## src/rtl/lif_pkg.sv

```systemverilog
// lif_pkg: shared types and constants for the LIF spike-rate decoder.
package lif_pkg;

  // Decoder control states
  typedef enum logic {
    IDLE  = 1'b0,
    COUNT = 1'b1
  } dec_state_e;

  // Width of the inter-spike interval output
  localparam int ISI_W = 8;

  // Default decoder geometry
  localparam int DEF_WINDOW_LOG2 = 8;
  localparam int DEF_OUT_W       = 8;

  // Saturating increment for the inter-spike interval counter
  function automatic logic [ISI_W-1:0] isi_sat_inc(input logic [ISI_W-1:0] v);
    return (v == '1) ? v : v + ISI_W'(1);
  endfunction

endpackage

```

## src/rtl/lif_win_counter.sv

```systemverilog
// lif_win_counter: free-running decode window counter with a last-cycle strobe.
// Held at 0 while run is low; wraps from 2^WINDOW_LOG2-1 to 0 so windows abut.
module lif_win_counter #(
  parameter int WINDOW_LOG2 = lif_pkg::DEF_WINDOW_LOG2
) (
  input  logic clk,
  input  logic rst_n,
  input  logic run,
  output logic last
);

  logic [WINDOW_LOG2-1:0] cnt_q;
  logic [WINDOW_LOG2-1:0] cnt_d;

  // Next count: advance while running, otherwise park at the window start
  always_comb begin
    // NOTE: every always_comb output gets a default first so no path leaves it unassigned (no latch).
    cnt_d = '0;
    if (run) begin
      cnt_d = cnt_q + WINDOW_LOG2'(1);
    end
  end

  // Window count register
  always_ff @(posedge clk or negedge rst_n) begin
    // NOTE: state uses non-blocking assignment so all registers update together at the edge.
    if (!rst_n) begin
      cnt_q <= '0;
    end else begin
      cnt_q <= cnt_d;
    end
  end

  assign last = run && (cnt_q == '1);

endmodule

```

## src/rtl/spike_rate_decoder.sv

```systemverilog
// spike_rate_decoder: counts rising-edge spike events over back-to-back windows of
// 2^WINDOW_LOG2 cycles and presents each closing count on a valid/ready output.
// Optional inter-spike interval measurement: define SPIKE_RATE_DECODER_ISI_EN.
module spike_rate_decoder
  import lif_pkg::*;
#(
  parameter int WINDOW_LOG2 = DEF_WINDOW_LOG2,
  parameter int OUT_W       = DEF_OUT_W
) (
  input  logic             clk,
  input  logic             rst_n,
  input  logic             en,
  input  logic             spike_in,
  input  logic             rate_ready,
  output logic [OUT_W-1:0] rate,
  output logic             rate_valid,
  output logic             overrun,
  output logic [ISI_W-1:0] isi
);

  dec_state_e       state_q;
  logic             spike_q;
  logic [OUT_W-1:0] spike_cnt_q;
  logic [OUT_W-1:0] spike_cnt_d;
  logic [OUT_W-1:0] rate_q;
  logic             rate_valid_q;
  logic             overrun_q;

  logic             active;
  logic             spike_evt;
  logic             win_last;

  // Counting happens only while in COUNT and still enabled; the cycle en drops is discarded.
  assign active    = (state_q == COUNT) && en;
  // A held-high spike produces a single event on its rising edge.
  assign spike_evt = spike_in && !spike_q;

  lif_win_counter #(
    .WINDOW_LOG2(WINDOW_LOG2)
  ) u_win (
    .clk   (clk),
    .rst_n (rst_n),
    .run   (active),
    .last  (win_last)
  );

  // Saturating spike count including this cycle's event
  always_comb begin
    spike_cnt_d = spike_cnt_q;
    if (spike_evt && (spike_cnt_q != '1)) begin
      spike_cnt_d = spike_cnt_q + OUT_W'(1);
    end
  end

  // Control FSM with registered rate, valid and overrun outputs
  always_ff @(posedge clk or negedge rst_n) begin
    if (!rst_n) begin
      state_q      <= IDLE;
      spike_q      <= 1'b0;
      spike_cnt_q  <= '0;
      rate_q       <= '0;
      rate_valid_q <= 1'b0;
      overrun_q    <= 1'b0;
    end else begin
      spike_q <= spike_in;
      case (state_q)
        IDLE: begin
          spike_cnt_q  <= '0;
          rate_valid_q <= 1'b0;
          overrun_q    <= 1'b0;
          if (en) begin
            state_q <= COUNT;
          end
        end
        COUNT: begin
          if (!en) begin
            // Partial window is dropped and any pending result is withdrawn.
            state_q      <= IDLE;
            spike_cnt_q  <= '0;
            rate_valid_q <= 1'b0;
            overrun_q    <= 1'b0;
          end else if (win_last) begin
            // A new result always wins over acceptance; overwriting an unread one is flagged.
            rate_q       <= spike_cnt_d;
            spike_cnt_q  <= '0;
            rate_valid_q <= 1'b1;
            if (rate_valid_q && !rate_ready) begin
              overrun_q <= 1'b1;
            end
          end else begin
            spike_cnt_q <= spike_cnt_d;
            if (rate_valid_q && rate_ready) begin
              rate_valid_q <= 1'b0;
            end
          end
        end
        default: state_q <= IDLE;
      endcase
    end
  end

  assign rate       = rate_q;
  assign rate_valid = rate_valid_q;
  assign overrun    = overrun_q;

`ifdef SPIKE_RATE_DECODER_ISI_EN
  logic [ISI_W-1:0] ivl_q;
  logic [ISI_W-1:0] isi_q;
  logic             seen_q;

  // Interval counter: restarts at 1 after each event so it equals the event index difference
  always_ff @(posedge clk or negedge rst_n) begin
    if (!rst_n) begin
      ivl_q  <= '0;
      isi_q  <= '0;
      seen_q <= 1'b0;
    end else if (!active) begin
      ivl_q  <= '0;
      seen_q <= 1'b0;
    end else if (spike_evt) begin
      if (seen_q) begin
        isi_q <= ivl_q;
      end
      ivl_q  <= ISI_W'(1);
      seen_q <= 1'b1;
    end else if (seen_q) begin
      ivl_q <= isi_sat_inc(ivl_q);
    end
  end

  assign isi = isi_q;
`else
  assign isi = '0;
`endif

endmodule

```

## config.mk

```make
export PLATFORM = sky130hd
export DESIGN_NAME = spike_rate_decoder
export DESIGN_NICKNAME = d
export VERILOG_FILES = /design/src/rtl/lif_pkg.sv /design/src/rtl/lif_win_counter.sv /design/src/rtl/spike_rate_decoder.sv
export SDC_FILE = /design/constraint.sdc
export NUM_CORES = 1
export LEC_CHECK = 0
export BUFFER_PORTS_ARGS = -buffer_cell sky130_fd_sc_hd__buf_4
export CAP_MARGIN = 10
export CORE_MARGIN = 3
export CORE_UTILIZATION = 58
export CTS_CLUSTER_SIZE = 24
export DETAILED_ROUTE_END_ITERATION = 10
export PLACE_DENSITY = 0.82
export SYNTH_ARGS = -nofsm -noshare
export SYNTH_HDL_FRONTEND = slang
export SYNTH_SLANG_ARGS = --single-unit
```

## constraint.sdc

```tcl
create_clock -name clk -period 3 [get_ports clk]
set_input_delay 0.6 -clock clk [delete_from_list [all_inputs] [get_ports clk]]
set_output_delay 0.6 -clock clk [all_outputs]
set_load 0.05 [all_outputs]
```

==> results.txt <==
- Status: complete, no violations
- Fill cells in the final layout number 155.
* Pin count of the biggest net entering global routing: 29
* Antenna viol nets, final: 0
* Internal power of the cells: 523 µW
- For this block, the initial DRC count from the detailed router was 13.
* Power per cell area: 444 nW/µm²
* Biggest area contributors in the synthesized netlist: dfrtp_1 52%, mux2i_1 5.9%, buf_4 4.4%
- In the synthesized netlist, the number of instances is 122.
* Crit path kind: reg2reg
* Min-delay worst type: in2async
- Crit path time final: 1.69 ns
* Antenna Cells: 0
* Most common cell in the netlist: dfrtp_1
- Required time at the worst-slack endpoint: 3.22 ns
- The number of slew-limit violations in the final report was 0.
- Maxcap violations: 0
- Post-detailed-route wirelength per cell: 13.7 µm
* IO Pins: 23
- Fmax: 593 MHz
- A synthesized cell averages 11.1 µm².
- Top fanout value on the critical path: 5
- The total area inside the core boundary comes to 2080 µm².
- Combinational cells account for 6.7% of the total power.
* HPWL Detailed: 1.67 mm
- Setup repair after global routing left no endpoint under its margin.
- Hold buffer count at CTS: 0
- For this run, the slowest stage of the critical path takes 0.44 ns.
* Cell Area, Synth: 1350 µm²
- Cells with a size suffix above 1 make up 20.1% of the layout.
* Critical-path cell with the highest stage delay: dfrtp_1
* H-tree level count: 1
- In this run the core area contains 16 standard-cell rows.
- Vias in the first global route: 904
* Clock buffer count from CTS: 3
- In this run switching power makes up 22.0% of total power.
* Floorplan die area: 2940 µm²
- Predominant post-synthesis flop cell: dfrtp_1
* Area grow syn2layout: 11.7%
- Proportion of synthesized chip area in sequential cells: 51.9%
* 1st-pass router iterations: 4
- Net count, final: 147
- The analysis attributes to net switching a power of 147 µW.
- At the end of routability-driven placement, the weighted congestion stood at 0.882.
- Total global routing overflow: 0
* Clock tree root driver cell: clkbuf_4
- Data on the critical path arrives at its endpoint at 1.91 ns.
* Count of flip-flops with a built-in enable after synthesis: 0
- Chip width: 54.2 µm
* Post-route setup TNS: 0 ns
- The worst path uses 56.2% of the clock period.
- Final routed wirelength across all metal layers: 2.27 mm
* Flop and latch count out of synthesis: 28
* LEAKAGE: 0.000743 µW
- IR analysis of the VDD net gives a maximum drop of 0.369 mV.
- In this run the biggest area consumer among cell types represents 51.9% of the synthesized area.
- The clock reaches the later pin of the worst-skew pair after 0.33 ns.
* Port Buffer Count: 14
* Async set-or-reset flop fraction in the synthesized netlist: 100%
- Final hold violations: 0
* Yosys warns: 0
- Reg-to-Reg Start: spike_cnt_q[0]
- Worst hold slack after final layout: 0.151 ns
- Type of origin of the critical path: flip-flop
- Sequential cells account for 57.2% of the total power.
* Library cells used by synthesis: 33
- Count of instances resized after the clock tree is built: 0
- Finish-stage setup viols: 0
- The finished cells cover 1510 µm².
- dfrtp_1 takes more of the synthesized area than any other cell.
- CP Capture Type: flip-flop
- First element of the critical path: spike_cnt_q[0]
* Post-CTS setup repair buffer count: 0
- The routed layout has 914 vias.
- In this design, the critical path's most frequently occurring cell is mux2i_1.
* Clock transition at the registers of the reported paths: 0.15 ns
* Clock sink count: 28
- Clock network power share: 36.1%
- Drc violations: 0
* Largest clock skew in the final design: 0.0139 ns
* Placed cell area: 1460 µm²
- Sequence of cells on the critical path: ha_1 -> nand4_1 -> o21ai_0 -> mux2i_1 -> mux2i_1
- Post-DR vias/cell: 5.51
- Measured along the y axis, the die boundary spans 54.2 µm.
* Wire length of the first global-routing pass: 4.09 mm
- The clock passes through at most 2 buffers.
- Initial core utilization: 64.8%
* Most numerous cell types in the synthesized netlist: 28 x dfrtp_1, 14 x nor2_1, 8 x buf_4, 8 x mux2i_1
* Initial antenna violation count: 0
* Overall Global Routing Usage: 19.2%
- TritonCTS clock tree: built
## registers in the layout, indices dropped and copies added, names as in the netlist
| signal | count |
|---|---|
| rate | 8 |
| spike_cnt_q | 8 |
| u_win.cnt_q | 8 |
| overrun | 1 |
| rate_valid | 1 |
| spike_q | 1 |
| state_q | 1 |
## worst max-delay path, delay by kind of cell, from the launching register on
family          cells  cell delay [ns]
compound gates      1             0.37
mux                 2             0.43
fa+ha+maj           1             0.22
flops               1             0.44
simple gates        1             0.12
## layout make-up
| class | instances | area [µm²] | area share, % |
|---|---|---|---|
| inverter | 5 | 18.8 | 1.24 |
| multi-input combinational | 88 | 597 | 39.6 |
| tap | 27 | 33.8 | 2.24 |
| clock buffer | 3 | 22.5 | 1.49 |
| timing repair buffer | 14 | 105 | 6.97 |
| sequential | 28 | 701 | 46.5 |
| clock inverter | 1 | 30.0 | 1.99 |
## cell families after synthesis
group,share of synthesized area (%)
simple gates,22.0
buf+inv,5.84
flops,51.9
fa+ha+maj,1.85
other cells,0.278
mux,9.27
xor+xnor,3.89
compound gates,5.01
## through the flow
| stage | utilization, % | cells | power [µW] | setup WS [ns] |
|---|---|---|---|---|
| after floorplan | - | 129 | 429 | 1.59 |
| after global placement | 69.9 | 162 | 435 | 1.41 |
| after detailed placement | 69.9 | 162 | 436 | 1.34 |
| after CTS | 72.4 | 166 | 679 | 1.30 |
| after global routing | 72.4 | 166 | 696 | 1.18 |
| final | 72.4 | 166 | 670 | 1.31 |
## path summary, 6_finish.rpt
| check | to | slack (ns) | depth (start not counted) |
|---|---|---|---|
| max | rate[1] | 1.31 | 5 |
| min | spike_q | 0.15 | 1 |
| max reg2reg | rate[1] | 1.31 | 5 |
| min reg2reg | u_win.cnt_q[0] | 0.47 | 1 |
| max in group asynchronous | u_win.cnt_q[7] | 2.58 | 1 |
| min in group clk | spike_q | 0.39 | 1 |
## placed cells by master, fill, tap and decap left out, drive strengths merged, types with 2 or more instances in the layout
cell / instances
dfrtp: 28
nor2: 15
buf: 14
mux2i: 8
conb: 8
nand3: 6
nor2b: 6
nand2: 6
inv: 5
xor2: 4
a21oi: 4
nand4: 4
mux2: 3
clkbuf: 3
and3: 3
o21ai: 2
xnor2: 2
nand2b: 2
or2: 2
a31oi: 2
ha: 2
## routing by layer
metal	part of all wire (%)	track usage, %
met2	46	30.7
met5	0	0
met3	5.9	3.00
met1	47	26.0
met4	1.4	8.30
## power by group through the flow
stage	clock, µW	sequential, µW	combinational (µW)
CTS	250	384	45.4
finish	242	383	44.6
detailed placement	0	391	45.1
floorplan	0	390	38.9
global route	262	384	49.1
global placement	0	390	44.5
Power figures use the tool's default switching activity.
